`config.mk`:
```
export PLATFORM = sky130hd
export DESIGN_NAME = pulse_width_meter
export DESIGN_NICKNAME = d
export VERILOG_FILES = /design/src/rtl/pulse_width_meter.sv
export SDC_FILE = /design/constraint.sdc
export NUM_CORES = 1
export LEC_CHECK = 0
export BUFFER_PORTS_ARGS = -buffer_cell sky130_fd_sc_hd__buf_2
export CELL_PAD_IN_SITES_DETAIL_PLACEMENT = 0
export CELL_PAD_IN_SITES_GLOBAL_PLACEMENT = 1
export CORE_MARGIN = 10
export CORE_UTILIZATION = 37
export DETAILED_ROUTE_END_ITERATION = 8
export PLACE_DENSITY_LB_ADDON = 0.1
export SYNTH_ARGS = -nofsm -noshare
export SYNTH_HDL_FRONTEND = slang
export SYNTH_SLANG_ARGS = --single-unit
```
`constraint.sdc`:
```
create_clock -name clk_36MHz -period 2.2 [get_ports clk_36MHz]
set_input_delay 0.44 -clock clk_36MHz [delete_from_list [all_inputs] [get_ports clk_36MHz]]
set_output_delay 0.44 -clock clk_36MHz [all_outputs]
set_load 0.05 [all_outputs]
```
`src/rtl/pulse_width_meter.sv`:
```
// pulse_width_meter: measures the high time of an asynchronous pulse in whole
// microseconds and presents it with a valid/ack handshake.
// Optional build macro PERIOD_MEAS_EN adds rising-to-rising period measurement.
module pulse_width_meter #(
  parameter int CLK_FREQ = 36,
  parameter int WIDTH    = 16,
  parameter int MAX_US   = 65535
) (
  input  logic             clk_36MHz,
  input  logic             reset,
  input  logic             en,
  input  logic             sig_in,
  input  logic             ack,
  output logic [WIDTH-1:0] width_us,
  output logic             timeout,
  output logic             valid,
  output logic             busy,
  output logic [WIDTH-1:0] period_us
);

  localparam int PW = (CLK_FREQ > 1) ? $clog2(CLK_FREQ) : 1;

  typedef enum logic [2:0] {
    IDLE,
    ARMED,
    MEASURE,
    LOW_PHASE,
    DONE
  } state_t;

  state_t           state;
  logic [PW-1:0]    presc;
  logic [WIDTH-1:0] count;
  logic             sync1, sync2, sync3;
  logic             rise, fall;
  logic             wrap, sat;
  logic [WIDTH-1:0] count_next;

  // Synchroniser and edge-detect copy; left unreset so a level already high at
  // reset release is seen as high and never mistaken for a fresh rising edge.
  always_ff @(posedge clk_36MHz) begin
    sync1 <= sig_in;
    sync2 <= sync1;
    sync3 <= sync2;
  end

  assign rise = sync2 & ~sync3;
  assign fall = ~sync2 & sync3;

  // The current cycle is counted too, so a pulse of N cycles advances the
  // prescaler exactly N times before the result is latched.
  assign wrap       = (presc == PW'(CLK_FREQ - 1));
  assign count_next = count + {{(WIDTH-1){1'b0}}, wrap};
  // Saturate as soon as the microsecond count would reach MAX_US.
  assign sat        = wrap && (count == WIDTH'(MAX_US - 1));

`ifdef PERIOD_MEAS_EN
  logic [WIDTH-1:0] period_q;
  assign period_us = period_q;
`else
  assign period_us = '0;
`endif

  // Measurement FSM with registered outputs; reset and en=0 abort everything.
  always_ff @(posedge clk_36MHz) begin
    if (!reset || !en) begin
      state    <= IDLE;
      presc    <= '0;
      count    <= '0;
      width_us <= '0;
      timeout  <= 1'b0;
      valid    <= 1'b0;
      busy     <= 1'b0;
`ifdef PERIOD_MEAS_EN
      period_q <= '0;
`endif
    end else begin
      case (state)
        // Never start on a pulse that is already high.
        IDLE: begin
          if (!sync2) state <= ARMED;
        end
        ARMED: begin
          if (rise) begin
            presc <= '0;
            count <= '0;
            busy  <= 1'b1;
            state <= MEASURE;
          end
        end
        MEASURE: begin
          presc <= wrap ? '0 : presc + PW'(1);
          count <= count_next;
          if (sat) begin
            width_us <= WIDTH'(MAX_US);
            timeout  <= 1'b1;
            valid    <= 1'b1;
            busy     <= 1'b0;
            state    <= DONE;
          end else if (fall) begin
            width_us <= count_next;
            timeout  <= 1'b0;
`ifdef PERIOD_MEAS_EN
            state    <= LOW_PHASE;
`else
            valid    <= 1'b1;
            busy     <= 1'b0;
            state    <= DONE;
`endif
          end
        end
`ifdef PERIOD_MEAS_EN
        // The same prescaler/counter keep running from the original rising edge.
        LOW_PHASE: begin
          presc <= wrap ? '0 : presc + PW'(1);
          count <= count_next;
          if (sat) begin
            period_q <= WIDTH'(MAX_US);
            timeout  <= 1'b1;
            valid    <= 1'b1;
            busy     <= 1'b0;
            state    <= DONE;
          end else if (rise) begin
            period_q <= count_next;
            valid    <= 1'b1;
            busy     <= 1'b0;
            state    <= DONE;
          end
        end
`endif
        // Hold the result until acknowledged; edges here are ignored.
        DONE: begin
          if (valid && ack) begin
            valid <= 1'b0;
            state <= sync2 ? IDLE : ARMED;
          end
        end
        default: state <= IDLE;
      endcase
    end
  end

endmodule

```
==> qor.yml, run 1 <==
cp_data_arrival_time_ps: 2310
port_buffers: 23
cap_violations: 0
area_delta_synth_final_pct: 16.1
ys_dominant_reg_cell: "sky130_fd_sc_hd__dfxtp_1"
worst_setup_path_start_kind: "flop"
timing_max_transition_violations_final: 0
routed-wl-met3_um: 264
cts.reportedPaths.clkPinSlew_ps: 80
final_instance_area_um2: 2660
wl_per_cell_um: 15.5
power.leakage_uw: 0.00103
tritoncts_clock_tree: "yes"
ys_ff_latch: 47
first_iter_violations: 130
total_number_of_vias: 1914
highest_routed_layer: "met4"
layout.area.seq_um2: 948
cts-hold-fix-buffers: 0
detailed_place_hpwl_um: 4140
clock-sinks: 47
yosys.area.top_type: "sky130_fd_sc_hd__dfxtp_1"
timing.slew.headroom_pct: 60.6
clock-skew-final_ps: 7.44
final-setup-viol-count: 0
final_critical_path_setup_slack_ps: 102
post_cts.repair.setup_buffers: 0
floorplan.rows: 28
multi_input_comb_area_um2: 1250
grt_pass1_vias: 1814
vertical_extent_of_the_die_um: 98.6
cts_resized: 0
postSynthCellCount: 262
clock_root_buffer_master: "sky130_fd_sc_hd__clkbuf_8"
post-place-ws_ps: 33.0
core_area_um2: 5960
clockBufferDepth: 2
top_level_ports: 40
die_w_um: 98.6
cts_max_level: 2
synth_area_um2: 2290
post_synth_main_area_contributors: "sky130_fd_sc_hd__dfxtp_1 41%, sky130_fd_sc_hd__buf_4 5.2%, sky130_fd_sc_hd__nor2_1 4.6%"
cp.required_ps: 2410
post_dp_cell_area_um2: 2550
synthMostInstantiatedCell: "sky130_fd_sc_hd__dfxtp_1"
worst-slew-pin-transition_ps: 591
ff2ff_path_depth: 10
overflow: 0
initial_core_util_pct: 38.4
synth-edff-count: 0
post_route_cells_drive_above_1_share_pct: 23.6
status: "finished clean"
commonest_cells_post_synth: "47 x sky130_fd_sc_hd__dfxtp_1, 28 x sky130_fd_sc_hd__nor2_1, 20 x sky130_fd_sc_hd__o21ai_0, 19 x sky130_fd_sc_hd__a21oi_1, 16 x sky130_fd_sc_hd__buf_4"
synth_top_area_share_pct: 41.1
global_route_wire_length_before_repair_um: 9270
num_antenna_cells: 0
yosysSeqAreaShare_pct: 41.1
vias_per_cell: 5.16
fillers: 622
met1Wirelength_um: 2900
yosys_warnings: 0
final_antenna_net_count: 0
clk-insertion-delay-late_ps: 300
tns_ps: 0
end_kind: "flop"
postRouteWirelength_um: 5740
grt_max_degree: 19
cts_buffers: 5
post_synth_num_cell_types: 44
fp.dieArea_um2: 9730
critPathMaxFanout: 4
timing_worst_setup_path_type: "reg -> reg"
grt_antenna_before_repair: 0
final_hold_fails: 0
fin_crit_sh_pct: 95.4
max-vdd-ir-drop_v: 0.000216
max_frequency_mhz: 477
design.final.nets: 304
met2_wirelength_um: 2510
hold_path_depth: 1
post_synth.cell_area_avg_um2: 8.73
power.density_cell_area_nw_per_um2: 560
asyncSetResetFlopFracSynth_pct: 0
timing.final.crit_period_ps: 2100
drc: 0
gp_congestion: 0.767
hold_removal_path_class: "in -> reg"
drt_pre_antenna_iters: 4
global_route.usage.total_pct: 11.4
-- path summary, 6_finish.rpt --
path / startpoint / to / slack, ps
max: presc[0]$_SDFFE_PP0P_ / width_us[10]$_SDFFE_PP0P_ / 100
min: sig_in / sync1$_DFF_P_ / 240
max reg2reg: presc[0]$_SDFFE_PP0P_ / width_us[10]$_SDFFE_PP0P_ / 100
min reg2reg: sync1$_DFF_P_ / sync2$_DFF_P_ / 340
-- worst max-delay path, stage by stage, from the launching register on --
cell and delay (ps):
sky130_fd_sc_hd__dfxtp_4 380, sky130_fd_sc_hd__ha_4 130, sky130_fd_sc_hd__nor2b_4 130, sky130_fd_sc_hd__and3_4 200, sky130_fd_sc_hd__ha_4 140, sky130_fd_sc_hd__ha_4 120
sky130_fd_sc_hd__nand2_1 60, sky130_fd_sc_hd__or3_4 360, sky130_fd_sc_hd__buf_4 150, sky130_fd_sc_hd__xor2_1 140, sky130_fd_sc_hd__a221oi_2 210
-- cell families (layout without fill, tap and decap cells) --
kind of cell | count (synthesis) | after routing | share of synthesized area (%)
AO/OA/AOI/OAI | 68 | 68 | 20.0
XOR/XNOR | 13 | 13 | 4.98
adder cells (fa/ha/maj) | 3 | 3 | 1.64
buffers and inverters | 34 | 53 | 9.62
flip-flops | 47 | 47 | 41.1
multiplexers | 1 | 1 | 0.437
other | 1 | 16 | 0.164
AND/OR/NAND/NOR | 95 | 95 | 22.1
-- cells in the final DEF (no fill, tap or decap), types with 3 or more instances in the layout --
cell / instances
sky130_fd_sc_hd__nand4_1: 5
sky130_fd_sc_hd__xor2_1: 9
sky130_fd_sc_hd__a211oi_1: 4
sky130_fd_sc_hd__a22oi_1: 5
sky130_fd_sc_hd__and2_1: 3
sky130_fd_sc_hd__ha_4: 3
sky130_fd_sc_hd__and3_1: 6
sky130_fd_sc_hd__clkbuf_8: 6
sky130_fd_sc_hd__inv_1: 4
sky130_fd_sc_hd__nor2_1: 27
sky130_fd_sc_hd__conb_1: 16
sky130_fd_sc_hd__a221oi_1: 4
sky130_fd_sc_hd__nor3_1: 3
sky130_fd_sc_hd__nand3_1: 13
sky130_fd_sc_hd__o21ai_0: 20
sky130_fd_sc_hd__nand2_1: 14
sky130_fd_sc_hd__nand2b_1: 3
sky130_fd_sc_hd__xnor2_1: 3
sky130_fd_sc_hd__buf_2: 23
sky130_fd_sc_hd__buf_4: 19
sky130_fd_sc_hd__a21oi_1: 19
sky130_fd_sc_hd__dfxtp_1: 45
sky130_fd_sc_hd__o221a_2: 5
-- per-layer routing --
layer | global-route usage [%] | vias up
met4 | 3.31 | 0
li1 | - | 979
met2 | 17.5 | 34
met3 | 3.63 | 6
met1 | 14.9 | 895
met5 | 0 | -
-- state kept, by name, summed over array words and instances, names as in the netlist --
register and count:
valid 1, count 16, busy 1, width_us 16, state 3, sync1 1
presc 6, timeout 1, sync2 1, sync3 1
-- final cells by class --
class,count,share of cell area [%]
well taps,75,3.53
clock inverters,1,0.188
flip-flops and latches,47,35.7
inverters,4,0.565
multi-input cells,196,47.2
clock buffers,6,3.11
repair buffers,42,9.70
-- power breakdown --
part | leakage [uW] | switching (uW) | internal [uW]
Combinational | 0.000598 | 89.6 | 13.3
Sequential | 0.000381 | 4.82 | 852
Clock | 0.0000470 | 283 | 247
Total | 0.00103 | 377 | 1110
-- per-stage QoR --
stage | hold WS (ps) | power, uW | util, % | instances
after CTS | 226 | 1520 | 44.2 | 371
after detailed placement | 317 | 981 | 42.8 | 364
after global routing | 226 | 1550 | 44.6 | 371
final | 240 | 1490 | 44.6 | 371
after global placement | 319 | 981 | 42.8 | 364
after floorplan | 310 | 986 | - | 277
Power figures use the tool's default switching activity.
==> run 2, diff against run 1 <==
--- a/config.mk
+++ b/config.mk
@@ -8,8 +8,9 @@
 export BUFFER_PORTS_ARGS = -buffer_cell sky130_fd_sc_hd__buf_2
 export CELL_PAD_IN_SITES_DETAIL_PLACEMENT = 0
 export CELL_PAD_IN_SITES_GLOBAL_PLACEMENT = 1
+export CORE_ASPECT_RATIO = 1.25
 export CORE_MARGIN = 10
-export CORE_UTILIZATION = 37
+export CORE_UTILIZATION = 41
 export DETAILED_ROUTE_END_ITERATION = 8
 export PLACE_DENSITY_LB_ADDON = 0.1
 export SYNTH_ARGS = -nofsm -noshare
==> constraint.sdc (replaced) <==
create_clock -name clk_36MHz -period 2 [get_ports clk_36MHz]
set_input_delay 0.4 -clock clk_36MHz [delete_from_list [all_inputs] [get_ports clk_36MHz]]
set_output_delay 0.4 -clock clk_36MHz [all_outputs]
set_load 0.05 [all_outputs]
==> run 2 against run 1 <==
Compared with the run above:
- the flow now finishes with violations (negative setup slack)
- critical path depth fell by 1
- power increased by 11%
- final area is 7.4% higher
- clock skew fell by 2.2 ps
- worst hold slack got worse by 35 ps
- clock power rose by 11%
- critical path type unchanged
- critical endpoint is now count[14]$_SDFFE_PP0P_
- largest cell class unchanged
==> qor.yml, run 2 (synthesis results as in run 1) <==
cts.reportedPaths.clkPinSlew_ps: 80  # about the same
grt_antenna_before_repair: 0  # unchanged
timing_worst_setup_path_type: "reg -> reg"
critical-path-slowest-cell: "sky130_fd_sc_hd__or4_4"
die_w_um: 86.8  # -12%
core_area_um2: 5440  # -8.6%
fp.dieArea_um2: 8990  # -7.6%
grt_max_degree: 19  # unchanged
global_route_wire_length_before_repair_um: 9380  # +1.3%
global_route.usage.total_pct: 12.5  # +1.1 points
cts-hold-fix-buffers: 0  # unchanged
port_buffers: 23  # unchanged
most_frequent_standard_cell_in_the_layout_excluding_fill_and_tap_cells: "sky130_fd_sc_hd__dfxtp_1"
timing.final.crit_period_ps: 2100  # +5.67 ps
final_antenna_net_count: 0  # unchanged
cap_violations: 0  # unchanged
top_level_ports: 40  # unchanged
post_route_cells_drive_above_1_share_pct: 32.8  # +9.1 points
power.leakage_uw: 0.00112  # +8.7%
critical_path.most_common_cell: "sky130_fd_sc_hd__ha_4"
clock-skew-final_ps: 5.20  # -2.23 ps
clk-insertion-delay-late_ps: 300  # about the same
timing.slew.headroom_pct: 63.1  # +2.5 points
layout.cells.most_common_list: "45 x sky130_fd_sc_hd__dfxtp_1, 33 x sky130_fd_sc_hd__buf_4, 27 x sky130_fd_sc_hd__nor2_1"
gp_congestion: 0.825  # +7.5%
status: "finished, violations left"
cp.required_ps: 2240  # -170 ps
max-vdd-ir-drop_v: 0.000277  # +28%
area_delta_synth_final_pct: 24.7
post-place-ws_ps: -162  # -195 ps
fillers: 537  # -14%
overflow: 0  # unchanged
cp_cell_sequence: "ha_4 > nor2b_4 > and3_4 > ha_4 > ha_4 > nand2_2 > or3_4 > or4_4 > a21oi_2"
power.density_cell_area_nw_per_um2: 577  # +3.0%
initial_core_util_pct: 42.0  # +3.6 points
worst_setup_path_start_kind: "flop"
floorplan.rows: 30  # +7.1%
tritoncts_clock_tree: "yes"
max_frequency_mhz: 475  # -0.27%
cts_buffers: 5  # unchanged
critPathMaxFanout: 4  # unchanged
hold_removal_path_class: "in -> reg"
cts_max_level: 2  # unchanged
detailed_place_hpwl_um: 4150  # +0.36%
clock-sinks: 47  # unchanged
grt_pass1_vias: 1951  # +7.6%
cp_data_arrival_time_ps: 2340  # +30 ps
multi_input_comb_area_um2: 1350  # +7.9%
largestRegisters: "count x16, width_us x16, presc x6"
wl_per_cell_um: 15.3  # -0.91%
drt_pre_antenna_iters: 4  # unchanged
final-setup-viol-count: 6  # +6
total_power_uw: 1650  # +11%
vertical_extent_of_the_die_um: 104  # +5.0%
drc: 0  # unchanged
design.final.nets: 319  # +4.9%
fin_crit_sh_pct: 105  # +9.8 points
timing_max_transition_violations_final: 0  # unchanged
total_number_of_vias: 1960  # +2.4%
layout.core_utilization_pct: 52.4  # +7.8 points
first_iter_violations: 87  # -33%
final_critical_path_setup_slack_ps: -104  # -206 ps
clockBufferDepth: 2  # unchanged
rsz_0062_raised_after_global_routing: "true"
final_hold_fails: 0  # unchanged
violations: "negative setup slack"
vias_per_cell: 5.23  # +1.3%
timing.hold.ws_ps: 205  # -35.5 ps
num_antenna_cells: 0  # unchanged
end_kind: "flop"
worst_path_largest_cell_delay_ps: 430  # +50 ps
postRouteWirelength_um: 5750  # +0.16%
layout.area.seq_um2: 943  # -0.53%
worst-slew-pin-transition_ps: 553  # -37.4 ps
clock_root_buffer_master: "sky130_fd_sc_hd__clkbuf_8"
run 2: cell types whose count changed in the layout (fill, tap and decap cells not counted), sizes merged:
cell | before | now
buf | 42 | 57
run 2: timing repair:
item                                    CTS  global route
gates resized for setup                   3            24
setup buffers                             1             3
endpoints found under the setup margin   12            24
pin swaps                                 3             5
run 2: report_power, final:
group	internal, uW	switching [uW]
Sequential	940	4.94
Combinational	16.1	98.3
Clock	272	317
Total	1230	420
run 2: per-stage QoR:
stage / std cells / TNS [ps] / cell area [um2]
after floorplan: 277 / -592 / 2400
after global placement: 364 / -508 / 2620
after detailed placement: 364 / -792 / 2620
after CTS: 372 / -425 / 2730
after global routing: 375 / -1960 / 2850
final: 375 / -323 / 2850
run 2: final timing paths:
kind | from | cells past startpoint | endpoint | slack, ps
hold reg to reg | sync1$_DFF_P_ | 0 | sync2$_DFF_P_ | 330
setup reg to reg | presc[1]$_SDFFE_PP0P_ | 9 | count[14]$_SDFFE_PP0P_ | -100
setup / recovery | presc[1]$_SDFFE_PP0P_ | 9 | count[14]$_SDFFE_PP0P_ | -100
hold / removal | sig_in | 1 | sync1$_DFF_P_ | 200
run 2: worst max-delay path, delay by kind of cell (launching register included):
kind / cells / cell delay [ps]
adders and majority gates: 3 / 390
and+or+nand+nor: 5 / 1160
DFF: 1 / 360
AOI/OAI and AO/OA: 1 / 130
run 2: metal layers:
metal	wire length [um]	track usage, %	part of all wire, %	vias to the layer above
met1	2650	15.8	46	914
li1	-	-	-	1004
met3	267	3.29	4.6	5
met5	0	0	0	-
met2	2760	20.2	48	37
met4	70	3.48	1.2	0
run 2: area by class of cell:
type	count	area share [%]
sequential	47	33.1
inverter	4	0.526
timing repair buffer	57	13.1
clock inverter	1	0.175
multi-input combinational	196	47.4
clock buffer	6	2.89
tap	64	2.81
==> run 3, diff against run 2 <==
==> constraint.sdc (replaced) <==
create_clock -name clk_36MHz -period 2.3 [get_ports clk_36MHz]
set_input_delay 0.46 -clock clk_36MHz [delete_from_list [all_inputs] [get_ports clk_36MHz]]
set_output_delay 0.46 -clock clk_36MHz [all_outputs]
set_load 0.05 [all_outputs]
==> run 3 against run 2 <==
Compared with the run above:
- the run now ends clean
- global-route usage fell by 0.24 points
- clock power increased by 6.6%
- register-to-register slack better by 200 ps
- power shrank 6.2%
- die area unchanged
- highest routed layer unchanged
==> qor.yml, run 3 (synthesis results as in run 1) <==
status: "finished clean"
post_route_cells_drive_above_1_share_pct: 23.8  # -9.0 points
core_area_um2: 5440  # unchanged
fp.dieArea_um2: 8990  # unchanged
final_critical_path_setup_slack_ps: 92.3  # +196 ps
detailed_place_hpwl_um: 4000  # -3.8%
worst_setup_path_start_kind: "flop"
num_antenna_cells: 0  # unchanged
timing.slew.headroom_pct: 59.2  # -3.9 points
fin_crit_sh_pct: 96.0  # -9.2 points
postRouteWirelength_um: 5600  # -2.5%
max_frequency_mhz: 453  # -4.7%
cts_max_level: 2  # unchanged
layout.area.seq_um2: 943  # unchanged
max-vdd-ir-drop_v: 0.000366  # +32%
critPathMaxFanout: 4  # unchanged
critical_path.most_common_cell: "sky130_fd_sc_hd__ha_4"
layout.core_utilization_pct: 48.6  # -3.8 points
gr-usage-met1_pct: 16.5  # +0.78 points
fillers: 554  # +3.2%
cp.required_ps: 2550  # +310 ps
floorplan.rows: 30  # unchanged
power.leakage_uw: 0.00101  # -9.0%
worst_setup_path_startpoint: "presc[1]$_SDFFE_PP0P_"
vias_per_cell: 5.30  # +1.3%
post-place-ws_ps: 10.3  # +172 ps
power.density_cell_area_nw_per_um2: 585  # +1.2%
initial_core_util_pct: 42.0  # unchanged
regToRegStartpoint: "presc[1]$_SDFFE_PP0P_"
tritoncts_clock_tree: "yes"
hold_removal_path_class: "in -> reg"
ff2ff_path_depth: 9  # unchanged
reg2reg_to: "count[14]$_SDFFE_PP0P_"
gp_congestion: 0.750  # -9.1%
cts.reportedPaths.clkPinSlew_ps: 90  # about the same
final_hold_fails: 0  # unchanged
multi_input_comb_area_um2: 1260  # -7.0%
area_delta_synth_final_pct: 15.6
layout.cells.most_common_list: "45 x sky130_fd_sc_hd__dfxtp_1, 26 x sky130_fd_sc_hd__nor2_1, 23 x sky130_fd_sc_hd__buf_2"
cp_cell_sequence: "ha_2 > nor2b_4 > and3_4 > ha_4 > ha_4 > nand2_1 > or3_4 > or4_4 > a21oi_2"
final-setup-viol-count: 0  # -6
timing_max_transition_violations_final: 0  # unchanged
design.final.nets: 301  # -5.6%
die_w_um: 86.8  # unchanged
use_met2_pct: 18.6  # -1.6 points
tns_ps: 0  # +323 ps
total_number_of_vias: 1896  # -3.3%
grt_max_degree: 19  # unchanged
grt_antenna_before_repair: 0  # unchanged
clock_root_buffer_master: "sky130_fd_sc_hd__clkbuf_8"
port_buffers: 23  # unchanged
worst-slew-pin-transition_ps: 611  # +57.4 ps
cp_data_arrival_time_ps: 2460  # +120 ps
cap_violations: 0  # unchanged
grt_most_used_layer: "met2"
most_frequent_standard_cell_in_the_layout_excluding_fill_and_tap_cells: "sky130_fd_sc_hd__dfxtp_1"
vertical_extent_of_the_die_um: 104  # unchanged
largestRegisters: "count x16, width_us x16, presc x6"
overflow: 0  # unchanged
timing_worst_setup_path_type: "reg -> reg"
final_antenna_net_count: 0  # unchanged
drt_pre_antenna_iters: 4  # unchanged
clock-skew-final_ps: 5.39  # +0.188 ps
end_kind: "flop"
wl_per_cell_um: 15.6  # +2.1%
total_power_uw: 1550  # -6.2%
post_dp_cell_area_um2: 2500  # -4.6%
clock-sinks: 47  # unchanged
r2r_setup_slack_ps: 90  # +200 ps
global_route_wire_length_before_repair_um: 9290  # -1.0%
critical-path-slowest-cell: "sky130_fd_sc_hd__or4_4"
endpoint: "count[14]$_SDFFE_PP0P_"
drc: 0  # unchanged
clockBufferDepth: 2  # unchanged
use_met3_pct: 3.37  # +0.078 points
cts_buffers: 5  # unchanged
clk-insertion-delay-late_ps: 310  # about the same
final_instance_area_um2: 2650  # -7.3%
grt_pass1_vias: 1863  # -4.5%
top_level_ports: 40  # unchanged
timing.final.crit_period_ps: 2210  # +104 ps
first_iter_violations: 82  # -5.7%
global_route.usage.total_pct: 12.3  # -0.24 points
worst_path_largest_cell_delay_ps: 430  # about the same
==> run 3: metrics by stage <==
stage,hold slack [ps],cells
global route,250,358
CTS,247,358
floorplan,310,277
global placement,311,350
finish,248,358
detailed placement,315,350
==> run 3: worst min-delay path by stage <==
| stage | from | endpoint | slack [ps] | cells past startpoint |
|---|---|---|---|---|
| after floorplan | sync1$_DFF_P_ | sync2$_DFF_P_ | 310 | 0 |
| after global placement | sync1$_DFF_P_ | sync2$_DFF_P_ | 310 | 0 |
| after detailed placement | sync1$_DFF_P_ | sync2$_DFF_P_ | 310 | 0 |
| after CTS | sig_in | sync1$_DFF_P_ | 250 | 1 |
| after global routing | sig_in | sync1$_DFF_P_ | 250 | 1 |
| final | sig_in | sync1$_DFF_P_ | 250 | 1 |
==> run 3: area by class of cell <==
type | count | area share [%]
Clock buffer | 5 | 2.60
Sequential cell | 47 | 35.7
Multi-Input combinational cell | 196 | 47.6
Inverter | 4 | 0.568
Tap cell | 64 | 3.03
Clock inverter | 3 | 1.66
Timing Repair Buffer | 39 | 8.89
==> run 3: layer usage <==
layer | vias to the layer above | part of all wire (%)
li1 | 970 | -
met2 | 30 | 46
met5 | - | 0
met1 | 891 | 49
met4 | 0 | 1.1
met3 | 5 | 4.7
==> run 3: where the power goes <==
group / switching (uW) / internal (uW) / total, uW
clock network: 303 / 324 / 627
logic: 85.0 / 12.7 / 97.7
registers: 4.19 / 817 / 822
total: 392 / 1150 / 1550
==> run 3: timing repair <==
item | in CTS | in global routing
buffers inserted | 0 | 0
resized for setup | 0 | 10
hold buffers | 0 | 0
hold endpoints to repair | 0 | 0
setup endpoints to repair | 0 | 8
==> run 3: worst max-delay path: cells and delay by family (launching register included) <==
| family | cells | cell delay (ps) |
|---|---|---|
| compound gates | 1 | 120 |
| flops | 1 | 350 |
| simple gates | 5 | 1240 |
| fa+ha+maj | 3 | 440 |
